===== config.mk =====
export PLATFORM = sky130hd
export DESIGN_NAME = btn_debounce
export DESIGN_NICKNAME = d
export VERILOG_FILES = /design/src/rtl/btn_pkg.sv /design/src/rtl/btn_fsm.sv /design/src/rtl/btn_debounce.sv
export SDC_FILE = /design/constraint.sdc
export NUM_CORES = 1
export LEC_CHECK = 0
export CELL_PAD_IN_SITES_DETAIL_PLACEMENT = 1
export CELL_PAD_IN_SITES_GLOBAL_PLACEMENT = 1
export CORE_MARGIN = 8
export CORE_UTILIZATION = 32
export CTS_CLUSTER_SIZE = 10
export DETAILED_ROUTE_END_ITERATION = 7
export PLACE_DENSITY_LB_ADDON = 0.1
export SLEW_MARGIN = 40
export SYNTH_ARGS = -nofsm -noshare
export SYNTH_HDL_FRONTEND = slang
export SYNTH_SLANG_ARGS = --single-unit

===== constraint.sdc =====
create_clock -name clk -period 3.25 [get_ports clk]
set_clock_uncertainty 0.2 [all_clocks]
set_input_delay 0.4875 -clock clk [delete_from_list [all_inputs] [get_ports clk]]
set_output_delay 0.4875 -clock clk [all_outputs]
set_load 0.01 [all_outputs]

===== src/rtl/btn_pkg.sv =====
// Shared state encoding and default timing for the button debouncer.
package btn_pkg;

    // Per-button FSM states, 3-bit encoding
    typedef enum logic [2:0] {
        StIdle        = 3'd0,
        StPressWait   = 3'd1,
        StHeld        = 3'd2,
        StRepeat      = 3'd3,
        StReleaseWait = 3'd4
    } btn_state_e;

    // Counter width: wide enough for the 500 ms repeat delay at 100 MHz
    localparam int unsigned CntWidth = 26;

    // Default timing at 100 MHz
    localparam int unsigned DefDebounceCnt = 1000000;   // 10 ms
    localparam int unsigned DefRepeatDly   = 50000000;  // 500 ms
    localparam int unsigned DefRepeatRate  = 10000000;  // 100 ms

    localparam int unsigned NumButtons = 4;

endpackage


===== src/rtl/btn_fsm.sv =====
// One button: 2-flop synchronizer, stable-cycle counter and debounce/repeat FSM.
module btn_fsm
    import btn_pkg::*;
#(
    parameter int unsigned DEBOUNCE_CNT = DefDebounceCnt,
    parameter int unsigned REPEAT_DLY   = DefRepeatDly,
    parameter int unsigned REPEAT_RATE  = DefRepeatRate
) (
    input  logic clk,
    input  logic rst,
    input  logic raw,
    input  logic repeat_en,
    output logic level,
    output logic pulse
);

    // Terminal counts; every compare is equality at value-1 so the counter never wraps
    localparam logic [CntWidth-1:0] DbLast   = CntWidth'(DEBOUNCE_CNT - 1);
    localparam logic [CntWidth-1:0] DlyLast  = CntWidth'(REPEAT_DLY - 1);
    localparam logic [CntWidth-1:0] RateLast = CntWidth'(REPEAT_RATE - 1);

    logic                meta_q;
    logic                sync_q;
    btn_state_e          state_q;
    logic [CntWidth-1:0] cnt_q;

    // Bring the asynchronous button into the clock domain
    always_ff @(posedge clk) begin
        if (rst) begin
            meta_q <= 1'b0;
            sync_q <= 1'b0;
        end else begin
            meta_q <= raw;
            sync_q <= meta_q;
        end
    end

    // Debounce / auto-repeat FSM with registered level and strobe
    always_ff @(posedge clk) begin
        if (rst) begin
            state_q <= StIdle;
            cnt_q   <= '0;
            level   <= 1'b0;
            pulse   <= 1'b0;
        end else begin
            pulse <= 1'b0;
            unique case (state_q)
                StIdle: begin
                    if (sync_q) begin
                        state_q <= StPressWait;
                        cnt_q   <= '0;
                    end
                end
                StPressWait: begin
                    if (!sync_q) begin
                        state_q <= StIdle;
                        cnt_q   <= '0;
                    end else if (cnt_q == DbLast) begin
                        state_q <= StHeld;
                        cnt_q   <= '0;
                        level   <= 1'b1;
                        pulse   <= 1'b1;
                    end else begin
                        cnt_q <= cnt_q + 1'b1;
                    end
                end
                StHeld: begin
                    // Release wins over a repeat falling due in the same cycle
                    if (!sync_q) begin
                        state_q <= StReleaseWait;
                        cnt_q   <= '0;
                    end else if (cnt_q == DlyLast) begin
                        // Saturate here until repeat is enabled
                        if (repeat_en) begin
                            state_q <= StRepeat;
                            cnt_q   <= '0;
                            pulse   <= 1'b1;
                        end
                    end else begin
                        cnt_q <= cnt_q + 1'b1;
                    end
                end
                StRepeat: begin
                    if (!sync_q) begin
                        state_q <= StReleaseWait;
                        cnt_q   <= '0;
                    end else if (!repeat_en) begin
                        state_q <= StHeld;
                        cnt_q   <= '0;
                    end else if (cnt_q == RateLast) begin
                        cnt_q <= '0;
                        pulse <= 1'b1;
                    end else begin
                        cnt_q <= cnt_q + 1'b1;
                    end
                end
                StReleaseWait: begin
                    // Bounce on release: fall back to HELD without a new strobe
                    if (sync_q) begin
                        state_q <= StHeld;
                        cnt_q   <= '0;
                    end else if (cnt_q == DbLast) begin
                        state_q <= StIdle;
                        cnt_q   <= '0;
                        level   <= 1'b0;
                    end else begin
                        cnt_q <= cnt_q + 1'b1;
                    end
                end
                default: begin
                    state_q <= StIdle;
                    cnt_q   <= '0;
                    level   <= 1'b0;
                end
            endcase
        end
    end

endmodule


===== src/rtl/btn_debounce.sv =====
// Four independent debounced buttons {U, D, L, R} with optional auto-repeat.
module btn_debounce
    import btn_pkg::*;
#(
    parameter int unsigned DEBOUNCE_CNT = DefDebounceCnt,
    parameter int unsigned REPEAT_DLY   = DefRepeatDly,
    parameter int unsigned REPEAT_RATE  = DefRepeatRate
) (
    input  logic       clk,
    input  logic       rst,
    input  logic [3:0] btn_raw,
    input  logic [3:0] repeat_en,
    output logic [3:0] btn_level,
    output logic [3:0] btn_pulse
);

    // One self-contained FSM per button
    for (genvar i = 0; i < NumButtons; i++) begin : g_btn
        btn_fsm #(
            .DEBOUNCE_CNT (DEBOUNCE_CNT),
            .REPEAT_DLY   (REPEAT_DLY),
            .REPEAT_RATE  (REPEAT_RATE)
        ) u_fsm (
            .clk       (clk),
            .rst       (rst),
            .raw       (btn_raw[i]),
            .repeat_en (repeat_en[i]),
            .level     (btn_level[i]),
            .pulse     (btn_pulse[i])
        );
    end

endmodule


Yosys cells after proc, flatten, opt, wreduce, memory -nomap -nowiden
Cells that the tools add are included.
{"block": "word_totals", "register_bits": 132, "inputBits": 10, "out_inout_bits": 8, "elab_cells": 268}
{"block": "op_classes", "n_addsub": 4, "eq_ne": 72, "n_mux": 144, "bitwise": 4, "n_reduce_logical": 20}
{"operator": "$mux 26", "count": 40}
{"operator": "$pmux 26 s5", "count": 4}
{"operator": "$mux 3", "count": 40}
{"operator": "$add 26x1->26 const B", "count": 4}
{"operator": "$eq 26x20->1 const B", "count": 4}
{"operator": "$eq 26x24->1 const B", "count": 4}
{"operator": "$eq 26x26->1 const B", "count": 4}
{"operator": "$pmux 3 s5", "count": 4}
{"operator": "$mux 1", "count": 48}
{"operator": "$ne 3x3->1 const B", "count": 16}
{"operator": "$ne 2x1->1 const B", "count": 16}
{"operator": "$eq 3x2->1 const B", "count": 8}
{"operator": "$pmux 1 s3", "count": 8}
{"operator": "$reduce_and 6->1", "count": 4}
{"operator": "$reduce_and 5->1", "count": 4}
{"operator": "$ne 4x4->1 const B", "count": 4}
{"operator": "$eq 3x1->1 const B", "count": 4}
{"operator": "$eq 3x3->1 const B", "count": 4}
{"operator": "$logic_not 3->1", "count": 4}
{"operator": "$ne 3x1->1 const B", "count": 4}
{"operator": "$reduce_or 3->1", "count": 4}
{"operator": "$ne 2x2->1 const B", "count": 4}
{"operator": "$reduce_and 2->1", "count": 4}
{"operator": "$not 1->1", "count": 4}

Logic depth before layout (Yosys ltp)
{"block": "logic_depth", "word_depth": 5, "depth_mapped": 9, "ltp_nobuf": 7}

Modules after synthesis
Synthesis repeated with hierarchy kept, for this count alone.
{"block": "hier_totals", "cells_unflattened": 825, "area_unflattened_um2": 6939.2}
{"mod": "btn_fsm at g_btn[0].u_fsm ...", "instances": 2, "cells_each": 207, "area_each_um2": 1704.1, "seq_area_each_um2": 660.6}
{"mod": "btn_fsm at g_btn[2].u_fsm", "instances": 1, "cells_each": 204, "area_each_um2": 1775.5, "seq_area_each_um2": 660.6}
{"mod": "btn_fsm at g_btn[3].u_fsm", "instances": 1, "cells_each": 207, "area_each_um2": 1755.4, "seq_area_each_um2": 660.6}

Worst setup path before layout
OpenSTA, ideal clock, no wires.
{"block": "synth_timing", "path_type": "register to register", "from": "register g_btn[0].u_fsm.cnt_q[0]", "to": "register g_btn[0].u_fsm.cnt_q[0]", "setup_ns": 0.115, "arrival_ns": 2.718, "t_required_ns": 2.935, "setup_slack_ns": 0.217, "path_stages_with_launch": 9, "path_buffers": 1, "period_less_slack_ns": 3.033, "cell_sequence": "dfxtp_1 > ha_1 > or4b_1 > or4_1 > or4_4 > a221o_1 > o21ai_4 > buf_6 > nor2_1"}
{"block": "synth_via", "elab_chain_cells": 5, "elab_cells_between_ends": 15, "classes_between": "add/sub (1); eq/ne (4); mux (9); reduce/logical (1)"}
{"element": "from (decl)", "line_no": "btn_fsm.sv:25", "rtl": "logic [CntWidth-1:0] cnt_q;"}
{"element": "from (signal assigned)", "line_no": "btn_fsm.sv:64", "rtl": "cnt_q <= cnt_q + 1'b1;"}
{"element": "from (signal assigned)", "line_no": "btn_fsm.sv:80", "rtl": "cnt_q <= cnt_q + 1'b1;"}
{"element": "from (signal assigned)", "line_no": "btn_fsm.sv:94", "rtl": "cnt_q <= cnt_q + 1'b1;"}
{"element": "$add 26x1->26 / $eq 26x24->1 (equally long branches)"}
{"element": "$mux 26", "line_no": "btn_fsm.sv:90", "rtl": "end else if (cnt_q == RateLast) begin"}
{"element": "$mux 26", "line_no": "btn_fsm.sv:87", "rtl": "end else if (!repeat_en) begin"}
{"element": "$mux 26", "line_no": "btn_fsm.sv:84", "rtl": "if (!sync_q) begin"}
{"element": "$pmux 26 s5", "line_no": "btn_fsm.sv:47", "rtl": "unique case (state_q)"}
Several ways; a longest one is shown, not always the timed one.
A chain may end at the register's enable or synchronous reset.

Worst setup path in the final report
{"block": "layout_timing", "from": "register g_btn[0].u_fsm.cnt_q[0]", "to": "register g_btn[0].u_fsm.cnt_q[20]"}
Same word-level chain as after synthesis.

==> metrics.md <==
| Metric | Value |
|---|---|
| Outcome | `finished, final reports clean` |
| Ranking of synthesized cells by area | `dfxtp_1 37%, nor2_1 6.4%, xor2_1 6.0%, xnor2_1 3.6%, a21oi_1 2.9%` |
| Pwr/cell area | `483 nW/µm²` |
| Io pins | `18` |
| Yosys warning total | `0` |
| Number of flops mapped to enable cells by yosys | `0` |
| CP arrival | `3.08 ns` |
| Row cnt | `54` |
| Fillers | `2,561` |
| Minimum clock period | `2.98 ns` |
| Count leader, synth | `dfxtp_1` |
| Initial Utilization | `between 30% and 40%` |
| FF/Latch Area | `2640 µm²` |
| Worst slew pin tran | `0.731 ns` |
| Drt initial violations | `332` |
| RSZ-0062 raised after global routing | `no` |
| Nets | `889` |
| Root buffer cell | `clkbuf_16` |
| Crit path required time | `3.35 ns` |
| Total CTS buffers | `17` |
| Post-CTS setup buffer count | `0` |
| Ys async rst share | `0%` |
| CP Class | `flop to flop` |
| PnR Total Power | `3.98 mW` |
| First-pass GRT wire length | `33,900 µm` |
| H-tree depth | `4` |
| Pins Over Slew Limit | `0` |
| TritonCTS clock tree | `built` |
| Via count | `6,411` |
| Dominant cell type by area after synthesis | `dfxtp_1` |
| Die Wd | `165 µm` |
| Unique masters post-synth | `84` |
| Max stage delay on crit path | `0.49 ns` |
| Max Cap Violations | `0` |
| GP Congestion | `about 0.8` |
| Largest net degree at the start of global routing | `26` |
| First-pass DRT Iterations | `4` |
| Final setup viols | `0` |
| PortBufs | `17` |
| Slew headroom | `roughly half` |
| Detailed Place HPWL | `14,300 µm` |
| Critical-path cell list | `ha_1, or4b_1, or4_1, or4_4, a221o_1, o21ai_4, buf_12, a21oi_1` |
| Clock-pin transition on the worst setup and hold timing paths | `about 0.06 ns` |
| Gr usage total | `15.2%` |
| Commonest cells in the netlist | `132 x dfxtp_1, 121 x nor2_1, 53 x nand2_1` |
| CP startpoint kind | `flop` |
| Setup TNS | `0 ns` |
| Post-Syn Instances | `863` |
| Setup WS pre-CTS | `0.242 ns` |
| DIE AREA | `about 27,000 µm²` |
| Die H | `165 µm` |
| Area growth, synth to finish | `15.6%` |
| Post-Place Cells | `1,136` |
| VDD IR max | `0.258 mV` |
| Hold WC Path Type | `flop to flop` |
| Cell Area, Synth | `7130 µm²` |
| Synth Flop Type | `dfxtp_1` |
| Global-route met2 utilization | `about 26%` |
| Initial antenna violation count | `0` |
| Syn Nets | `877` |
| Pleak | `between 2 and 3 nW` |
| Slowest cell on crit path | `or4_1` |
| Number of diodes | `0` |
| Antenna Violating Nets Remaining | `0` |
| Register bit total from synthesis | `roughly 130` |
| Multi-input gate area | `about 4200 µm²` |
| Clock latency on the worst-skew pair | `0.42 ns` |
| Period utilization | `91.8%` |
| CTS Sinks | `132` |
| Vias/cell | `around 5.5` |
| Setup crit end kind | `flop` |
| Met1 GRT Util | `between 10% and 20%` |
| DRC Markers | `0` |
| Register area share after synthesis | `37.0%` |
| Core ar. | `21,800 µm²` |
| Worst Path Max Fanout | `25` |
| Final worst slack | `between 0.2 and 0.3 ns` |
| Vias in the first global route | `6,797` |
| Routed WL | `19,900 µm` |
| Post-Layout Cell Count | `about 1,200` |
| Maximum root-to-sink buffer count | `2` |
| Peak Freq | `335 MHz` |
| Mean Syn Cell Area | `a little over 8 µm²` |
| Top cell type's share of synthesized area | `37.0%` |
| Gr busiest metal | `met2` |
| Final Hold Fails | `0` |
| Met3 usage | `2.93%` |
| R2R Setup Slk | `0.27 ns` |
| GRT overflow | `0` |
| Average wire per standard cell | `17.1 µm` |
| Layout cells sized above 1 | `9.46%` |
[power by group]
| group | total [mW] | switching [mW] | internal, mW |
|---|---|---|---|
| clock network | 2.11 | 0.746 | 1.37 |
| logic | 0.213 | 0.138 | 0.0753 |
| registers | 1.66 | 0.0237 | 1.63 |
| total | 3.98 | 0.907 | 3.08 |
[area by class of cell]
type                            count  area share [%]
Multi-Input combinational cell    667            50.7
Sequential cell                   132            32.0
Clock buffer                       24            5.96
Timing Repair Buffer               41            4.55
Tap cell                          280            4.25
Clock inverter                      8            1.78
Inverter                           16           0.728
[critical path: cells and delay by family (launching register included)]
family / cells / cell delay [ns]
flip-flops: 1 / 0.33
AND/OR/NAND/NOR: 3 / 1.36
adder cells (fa/ha/maj): 1 / 0.17
buffers and inverters: 1 / 0.18
AO/OA/AOI/OAI: 3 / 0.61
[logic make-up after synthesis]
kind of cell,count (synthesis),synth area share [%]
and+or+nand+nor,429,33.1
AOI/OAI and AO/OA,152,14.6
DFF,132,37.0
xor gates and xnor gates,78,9.58
buffers and inverters,64,4.39
muxes,4,0.579
adders and majority gates,4,0.702
[placed cells by master, fill, tap and decap left out, types with 4 or more instances in the layout]
master,n
a211oi_1,8
a21boi_0,4
a21oi_1,42
a31oi_1,9
and2_1,10
and3_1,22
and4_1,13
buf_4,22
bufinv_16,4
clkbuf_16,17
clkbuf_8,4
clkdlybuf4s50_1,17
dfxtp_1,132
ha_1,4
inv_1,16
nand2_1,53
nand3_1,39
nand3b_1,12
nand4_1,30
nand4b_1,13
nor2_1,120
nor2b_1,14
nor3_1,22
nor3b_1,5
nor4_1,21
o2111ai_1,10
o211ai_1,5
o21ai_0,23
o21bai_1,5
o31ai_1,4
o41ai_1,5
or2_2,4
or3_1,8
or3b_2,4
or4_1,10
xnor2_1,29
xor2_1,49
[what timing repair did]
| item | CTS | global route |
|---|---|---|
| endpoints found under the setup margin | 0 | 1 |
| gates resized for setup | 0 | 1 |
| hold buffers | 0 | 0 |
[registers in the layout, summed over array words and instances (netlist names)]
name,flops
g_btn.u_fsm.cnt_q,104
g_btn.u_fsm.level,4
g_btn.u_fsm.meta_q,4
g_btn.u_fsm.pulse,4
g_btn.u_fsm.state_q,12
g_btn.u_fsm.sync_q,4
[layer usage]
layer / vias up / wire length, µm
li1: 3170 / -
met1: 3152 / 9520
met2: 65 / 9620
met3: 24 / 513
met4: 0 / 289
met5: - / 0
[path summary, 6_finish.rpt]
check                           from                  endpoint  cells past startpoint
min            g_btn[3].u_fsm.meta_q     g_btn[3].u_fsm.sync_q                      1
max reg2reg  g_btn[0].u_fsm.cnt_q[0]  g_btn[0].u_fsm.cnt_q[20]                      8
min reg2reg    g_btn[3].u_fsm.meta_q     g_btn[3].u_fsm.sync_q                      1
max          g_btn[0].u_fsm.cnt_q[0]  g_btn[0].u_fsm.cnt_q[20]                      8
[per-stage QoR]
step	area [µm²]	hold WS, ns	util, %
2_1_floorplan	7130	0.214	-
3_3_place_gp	7610	0.225	34.9
3_5_place_dp	7610	0.225	34.9
4_1_cts	8240	0.239	37.8
5_1_grt	8250	0.258	37.8
6_report	8250	0.236	37.8
Note: power is estimated with default switching activity, not from simulation.
